### config.mk
export PLATFORM = sky130hd
export DESIGN_NAME = morse_sequencer
export DESIGN_NICKNAME = d
export VERILOG_FILES = /design/src/rtl/morse_pkg.sv /design/src/rtl/morse_letter_fifo.sv /design/src/rtl/morse_sequencer.sv
export SDC_FILE = /design/constraint.sdc
export NUM_CORES = 1
export LEC_CHECK = 0
export CORE_MARGIN = 2
export CORE_UTILIZATION = 55
export DETAILED_ROUTE_END_ITERATION = 7
export PLACE_DENSITY_LB_ADDON = 0.08
export SYNTH_ARGS = -nofsm -noshare
export SYNTH_HDL_FRONTEND = slang
export SYNTH_HIERARCHICAL = 1
export SYNTH_SLANG_ARGS = --single-unit
### constraint.sdc
create_clock -name CLOCK50_i -period 5.1 [get_ports CLOCK50_i]
set_clock_uncertainty 0.1 [all_clocks]
set_input_delay 0.51 -clock CLOCK50_i [delete_from_list [all_inputs] [get_ports CLOCK50_i]]
set_output_delay 0.51 -clock CLOCK50_i [all_outputs]
set_load 0.01 [all_outputs]
### src/rtl/morse_pkg.sv
// Shared types and the letter table for the Morse message sequencer.
// The table holds the A-H patterns as {code[3:0], len[2:0]}, sent MSB-first from bit len-1.
package morse_pkg;

    localparam int LETTER_W = 3;
    localparam int TICK_W   = 8;

    typedef enum logic [2:0] {
        IDLE,
        LOAD,
        MARK,
        SPACE,
        LGAP
    } state_e;

    typedef struct packed {
        logic [3:0] code;
        logic [2:0] len;
    } letter_code_t;

    // 1 = dash, 0 = dot.
    localparam logic [6:0] LETTER_TABLE [8] = '{
        {4'b0001, 3'd2},
        {4'b1000, 3'd4},
        {4'b1010, 3'd4},
        {4'b0100, 3'd3},
        {4'b0000, 3'd1},
        {4'b0010, 3'd4},
        {4'b0110, 3'd3},
        {4'b0000, 3'd4}
    };

    function automatic letter_code_t letter_lookup(input logic [LETTER_W-1:0] idx);
        return letter_code_t'(LETTER_TABLE[idx]);
    endfunction

endpackage

### src/rtl/morse_letter_fifo.sv
// Small FIFO of letter indices; a push is accepted only when not full before the edge,
// even if a pop happens on the same edge.
module morse_letter_fifo
    import morse_pkg::*;
#(
    parameter int DEPTH = 4
) (
    input  logic                      clk,
    input  logic                      rst,
    input  logic                      push,
    input  logic                      pop,
    input  logic                      flush,
    input  logic [LETTER_W-1:0]       data_in,
    output logic [LETTER_W-1:0]       data_out,
    output logic [$clog2(DEPTH):0]    count,
    output logic                      full,
    output logic                      empty
);

    localparam int AW = $clog2(DEPTH);

    logic [LETTER_W-1:0] mem [DEPTH];
    logic [AW-1:0]       wr_ptr;
    logic [AW-1:0]       rd_ptr;
    logic                do_push;
    logic                do_pop;

    assign full     = (count == (AW+1)'(DEPTH));
    assign empty    = (count == '0);
    assign do_push  = push && !full && !flush;
    assign do_pop   = pop && !empty && !flush;
    assign data_out = mem[rd_ptr];

    always_ff @(posedge clk) begin
        if (do_push) begin
            mem[wr_ptr] <= data_in;
        end
    end

    // Pointers wrap naturally because DEPTH is a power of two.
    always_ff @(posedge clk or posedge rst) begin
        if (rst) begin
            wr_ptr <= '0;
            rd_ptr <= '0;
            count  <= '0;
        end else if (flush) begin
            wr_ptr <= '0;
            rd_ptr <= '0;
            count  <= '0;
        end else begin
            if (do_push) begin
                wr_ptr <= wr_ptr + 1'b1;
            end
            if (do_pop) begin
                rd_ptr <= rd_ptr + 1'b1;
            end
            case ({do_push, do_pop})
                2'b10:   count <= count + 1'b1;
                2'b01:   count <= count - 1'b1;
                default: count <= count;
            endcase
        end
    end

endmodule

### src/rtl/morse_sequencer.sv
// Queues letter selections and plays them back as tick-paced dot/dash strobes,
// owning symbol and letter spacing and flagging when the queue drains.
module morse_sequencer
    import morse_pkg::*;
#(
    parameter int DEPTH            = 4,
    parameter int DOT_TICKS        = 1,
    parameter int DASH_TICKS       = 3,
    parameter int GAP_TICKS        = 1,
    parameter int LETTER_GAP_TICKS = 3
) (
    input  logic                      CLOCK50_i,
    input  logic                      rst_i,
    input  logic                      tick_i,
    input  logic                      push_i,
    input  logic [2:0]                letter_i,
    input  logic                      abort_i,
    output logic                      dot_o,
    output logic                      dash_o,
    output logic                      busy_o,
    output logic                      done_o,
    output logic                      full_o,
    output logic                      overflow_o,
    output logic [$clog2(DEPTH):0]    count_o
);

    state_e              state;
    logic [TICK_W-1:0]   tick_cnt;
    logic [TICK_W-1:0]   seg_len;
    logic [1:0]          sym_idx;
    logic [3:0]          code_r;
    logic [LETTER_W-1:0] letter_r;
    letter_code_t        load_entry;
    logic [1:0]          load_top;
    logic                tick_done;
    logic                pop;
    logic [LETTER_W-1:0] fifo_data;
    logic                fifo_full;
    logic                fifo_empty;

    morse_letter_fifo #(.DEPTH(DEPTH)) u_fifo (
        .clk      (CLOCK50_i),
        .rst      (rst_i),
        .push     (push_i && !abort_i),
        .pop      (pop),
        .flush    (abort_i),
        .data_in  (letter_i),
        .data_out (fifo_data),
        .count    (count_o),
        .full     (fifo_full),
        .empty    (fifo_empty)
    );

    assign full_o = fifo_full;
    assign busy_o = (state != IDLE);

    // tick_done marks the edge sampling the last tick of the current timed state.
    always_comb begin
        seg_len = TICK_W'(DOT_TICKS);
        case (state)
            MARK:    seg_len = code_r[sym_idx] ? TICK_W'(DASH_TICKS) : TICK_W'(DOT_TICKS);
            SPACE:   seg_len = TICK_W'(GAP_TICKS);
            LGAP:    seg_len = TICK_W'(LETTER_GAP_TICKS);
            default: seg_len = TICK_W'(DOT_TICKS);
        endcase
        tick_done  = tick_i && (state == MARK || state == SPACE || state == LGAP)
                     && (tick_cnt == seg_len - 1'b1);
        pop        = !abort_i && !fifo_empty
                     && (state == IDLE || (state == LGAP && tick_done));
        load_entry = letter_lookup(letter_r);
        load_top   = 2'(load_entry.len - 3'd1);
    end

    always_ff @(posedge CLOCK50_i or posedge rst_i) begin
        if (rst_i) begin
            state      <= IDLE;
            tick_cnt   <= '0;
            sym_idx    <= '0;
            code_r     <= '0;
            letter_r   <= '0;
            dot_o      <= 1'b0;
            dash_o     <= 1'b0;
            done_o     <= 1'b0;
            overflow_o <= 1'b0;
        end else begin
            done_o     <= 1'b0;
            overflow_o <= push_i && !abort_i && fifo_full;
            if (abort_i) begin
                state    <= IDLE;
                tick_cnt <= '0;
                dot_o    <= 1'b0;
                dash_o   <= 1'b0;
            end else begin
                case (state)
                    IDLE: begin
                        if (pop) begin
                            letter_r <= fifo_data;
                            state    <= LOAD;
                        end
                    end
                    LOAD: begin
                        code_r   <= load_entry.code;
                        sym_idx  <= load_top;
                        tick_cnt <= '0;
                        dash_o   <= load_entry.code[load_top];
                        dot_o    <= ~load_entry.code[load_top];
                        state    <= MARK;
                    end
                    MARK: begin
                        if (tick_done) begin
                            tick_cnt <= '0;
                            dot_o    <= 1'b0;
                            dash_o   <= 1'b0;
                            if (sym_idx == 2'd0) begin
                                state <= LGAP;
                            end else begin
                                sym_idx <= sym_idx - 1'b1;
                                state   <= SPACE;
                            end
                        end else if (tick_i) begin
                            tick_cnt <= tick_cnt + 1'b1;
                        end
                    end
                    SPACE: begin
                        if (tick_done) begin
                            tick_cnt <= '0;
                            dash_o   <= code_r[sym_idx];
                            dot_o    <= ~code_r[sym_idx];
                            state    <= MARK;
                        end else if (tick_i) begin
                            tick_cnt <= tick_cnt + 1'b1;
                        end
                    end
                    LGAP: begin
                        if (tick_done) begin
                            tick_cnt <= '0;
                            if (pop) begin
                                letter_r <= fifo_data;
                                state    <= LOAD;
                            end else begin
                                state  <= IDLE;
                                done_o <= 1'b1;
                            end
                        end else if (tick_i) begin
                            tick_cnt <= tick_cnt + 1'b1;
                        end
                    end
                    default: state <= IDLE;
                endcase
            end
        end
    end

endmodule
==> reports/metrics.csv <==
stage,metric,value,unit
grt,grt_max_degree,25,
final_layout,drive_gt1_share,11.5,%
grt,grt-ovfl-total,0,
power,max-vdd-ir-drop,217,uV
synth,ys_seq_area_share,45.4,%
final_layout,diodes,0,
timing,max_freq,257,MHz
clocking,cts_buffers,5,
setup_path,worstPathArrival,3.98,ns
setup_path,cp_max_fo,12,
final_layout,fin_util,63.6,%
synth,yosys-top-cells-count,"31 x dfrtp_1, 22 x nor2_1, 19 x o21ai_0, 16 x nand2_1, 15 x inv_1",
synth,syn-cell-area,2500,um^2
clocking,postCtsResizedCells,0,
routing,dr.pass1.iters,4,
place,placedCellCount,304,
timing,final_hold_viol_count,0,
routing,routed_wirelength,4460,um
timing,rsz0062_at_grt,no,
synth,yosysTopAreaCellShare,31.0,%
timing,relSlewSlack,39.1,%
routing,drt_iter0_drc,108,
status,outcome,finished clean,
setup_path,worstSetupStartpointType,input pin,
routing,ant_nets,0,
final_layout,area_growth,11.3,%
synth,syn_nets,264,
die,num_rows,24,
grt,antenna_found_initial,0,
clocking,clock_latency,0.30,ns
timing,worst_hold_slack,0.355,ns
clocking,cts_root_buf,clkbuf_8,
synth,ys_async_sr_fraction,72.1,%
clocking,hold_buffers,0,
synth,synth-seq-cells,43,
setup_path,crit_required,5.19,ns
die,die_h,71.5,um
synth,ys.flop_type,dfrtp_1,
clocking,post_cts_buffers,0,
timing,fin_setup_tns,0,ns
power,power_density,371,nW/um^2
setup_path,worstSetupPathType,in2reg,
synth,synth-edff-count,12,
clocking,cts_tree,done,
die,initial_core_util,57.1,%
clocking,clk_path_buf_depth,2,
synth,ys_warn_count,6,
grt,grt_first_pass_wirelength,7710,um
min_path,hold_class,in2async,
place,port_buffers,16,
power,leakagePower,1.17,nW
final_layout,stdcell_count,312,
die,io-pin-count,17,
die,die_area,5110,um^2
timing,tightest_slew,0.913,ns
timing,slew_viol_final,0,
grt,grt_pass1_vias,1687,
synth,synth_cells,246,
routing,wl_per_cell,14.3,um
synth,synth_area_leaders,"dfrtp_1 31%, edfxtp_1 14%, ha_1 4.5%",
routing,viasPerCell,5.75,
place,hpwl,3140,um
place,place.gp.congestion,0.931,
final_layout,final-seq-area,1140,um^2
timing,final.min_clock_period,3.89,ns
clocking,cts.sinks,43,
timing,finalSetupViolCount,0,
synth,synth.avg_cell_area,10.2,um^2
routing,drc_errors,0,
final_layout,multi_input_area,1240,um^2
timing,min_period_over_period,76.3,%
routing,vias,1794,
setup_path,cp-end-kind,register,
clocking,clk_pin_slew_worst_paths,0.08,ns
clocking,h-tree-depth,2,
grt,grt_usage,19.2,%
synth,ys_types,57,
flow_run,drv_cap,0,
die,fp.dieW,71.5,um
die,coreArea,4380,um^2
synth,yosysMostFrequentCell,dfrtp_1,
synth,synth_area_leader_cell,dfrtp_1,
power,total_power,0.00103,W
final_layout,final_nets,277,
final_layout,fillers,357,
-- metrics by stage --
stage | worst slack [ns] | cell area, um^2
final | 1.21 | 2790
after global routing | 0.965 | 2790
after CTS | 1.23 | 2790
after detailed placement | 0.939 | 2670
after global placement | 0.998 | 2670
after floorplan | 1.74 | 2500
-- where the power goes --
part           leakage [nW]  total (W)  switching (W)  internal (W)
clock network        0.0587   0.000275       0.000127      0.000148
registers             0.522   0.000458      0.0000571      0.000401
logic                 0.587   0.000301       0.000157      0.000145
total                  1.17    0.00103       0.000340      0.000694
-- worst max-delay path, stage by stage --
cell	delay, ns
clkdlybuf4s50_1	0.51
or4b_1	0.49
nor2_2	0.15
or4b_4	0.50
nand3_1	0.11
nand3_1	0.17
inv_1	0.32
o31ai_1	0.18
nor3_1	0.25
fa_1	0.22
nor2_1	0.05
o21a_1	0.18
a2111oi_1	0.34
-- layout make-up --
type                            instances  share of cell area, %
Tap cell                               52                   2.33
Multi-Input combinational cell        176                   44.4
Timing Repair Buffer                   18                   6.29
Clock inverter                          3                   1.71
Inverter                               15                   2.02
Sequential cell                        43                   40.8
Clock buffer                            5                   2.47
-- layer usage --
metal  global-route usage (%)  share of wire (%)  vias to the layer above
met5                        0                  0                        -
met2                     30.2                 47                       29
met3                     4.22                3.8                        8
met1                     25.5                 47                      852
li1                         -                  -                      905
met4                     8.39                1.7                        0
-- kinds of logic after synthesis --
| kind of cell | synth area share (%) |
|---|---|
| flops | 45.4 |
| compound gates | 16.2 |
| mux | 7.45 |
| fa+ha+maj | 5.30 |
| buf+inv | 5.20 |
| simple gates | 19.4 |
| xor+xnor | 1.05 |
-- cell usage in the layout (no fill, tap or decap), drive strengths merged, types with 8 or more instances in the layout --
cell type	instances
clkdlybuf4s50	16
inv	16
dfrtp	31
edfxtp	12
ha	9
o21ai	19
nand2	16
nand3	8
nand2b	8
nor2	24
-- registers in the layout (all words and copies together), names as in the netlist, 3 cells and up --
name and cells:
u_fifo/count 3, code_r 4, state 3, letter_r 3, u_fifo/mem 12, tick_cnt 8
-- worst paths after layout --
path	startpoint	cells past startpoint	to	slack, ns
max in group asynchronous	rst_i	2	dot_o	3.71
min in group CLOCK50_i	code_r[1]	2	code_r[1]	0.39
max	tick_i	13	u_fifo/count[1]	1.21
max reg2reg	tick_cnt[5]	12	u_fifo/count[1]	1.43
min reg2reg	code_r[1]	2	code_r[1]	0.39
min	rst_i	2	u_fifo/count[1]	0.36
No activity file was read; power rests on OpenSTA's default activity.
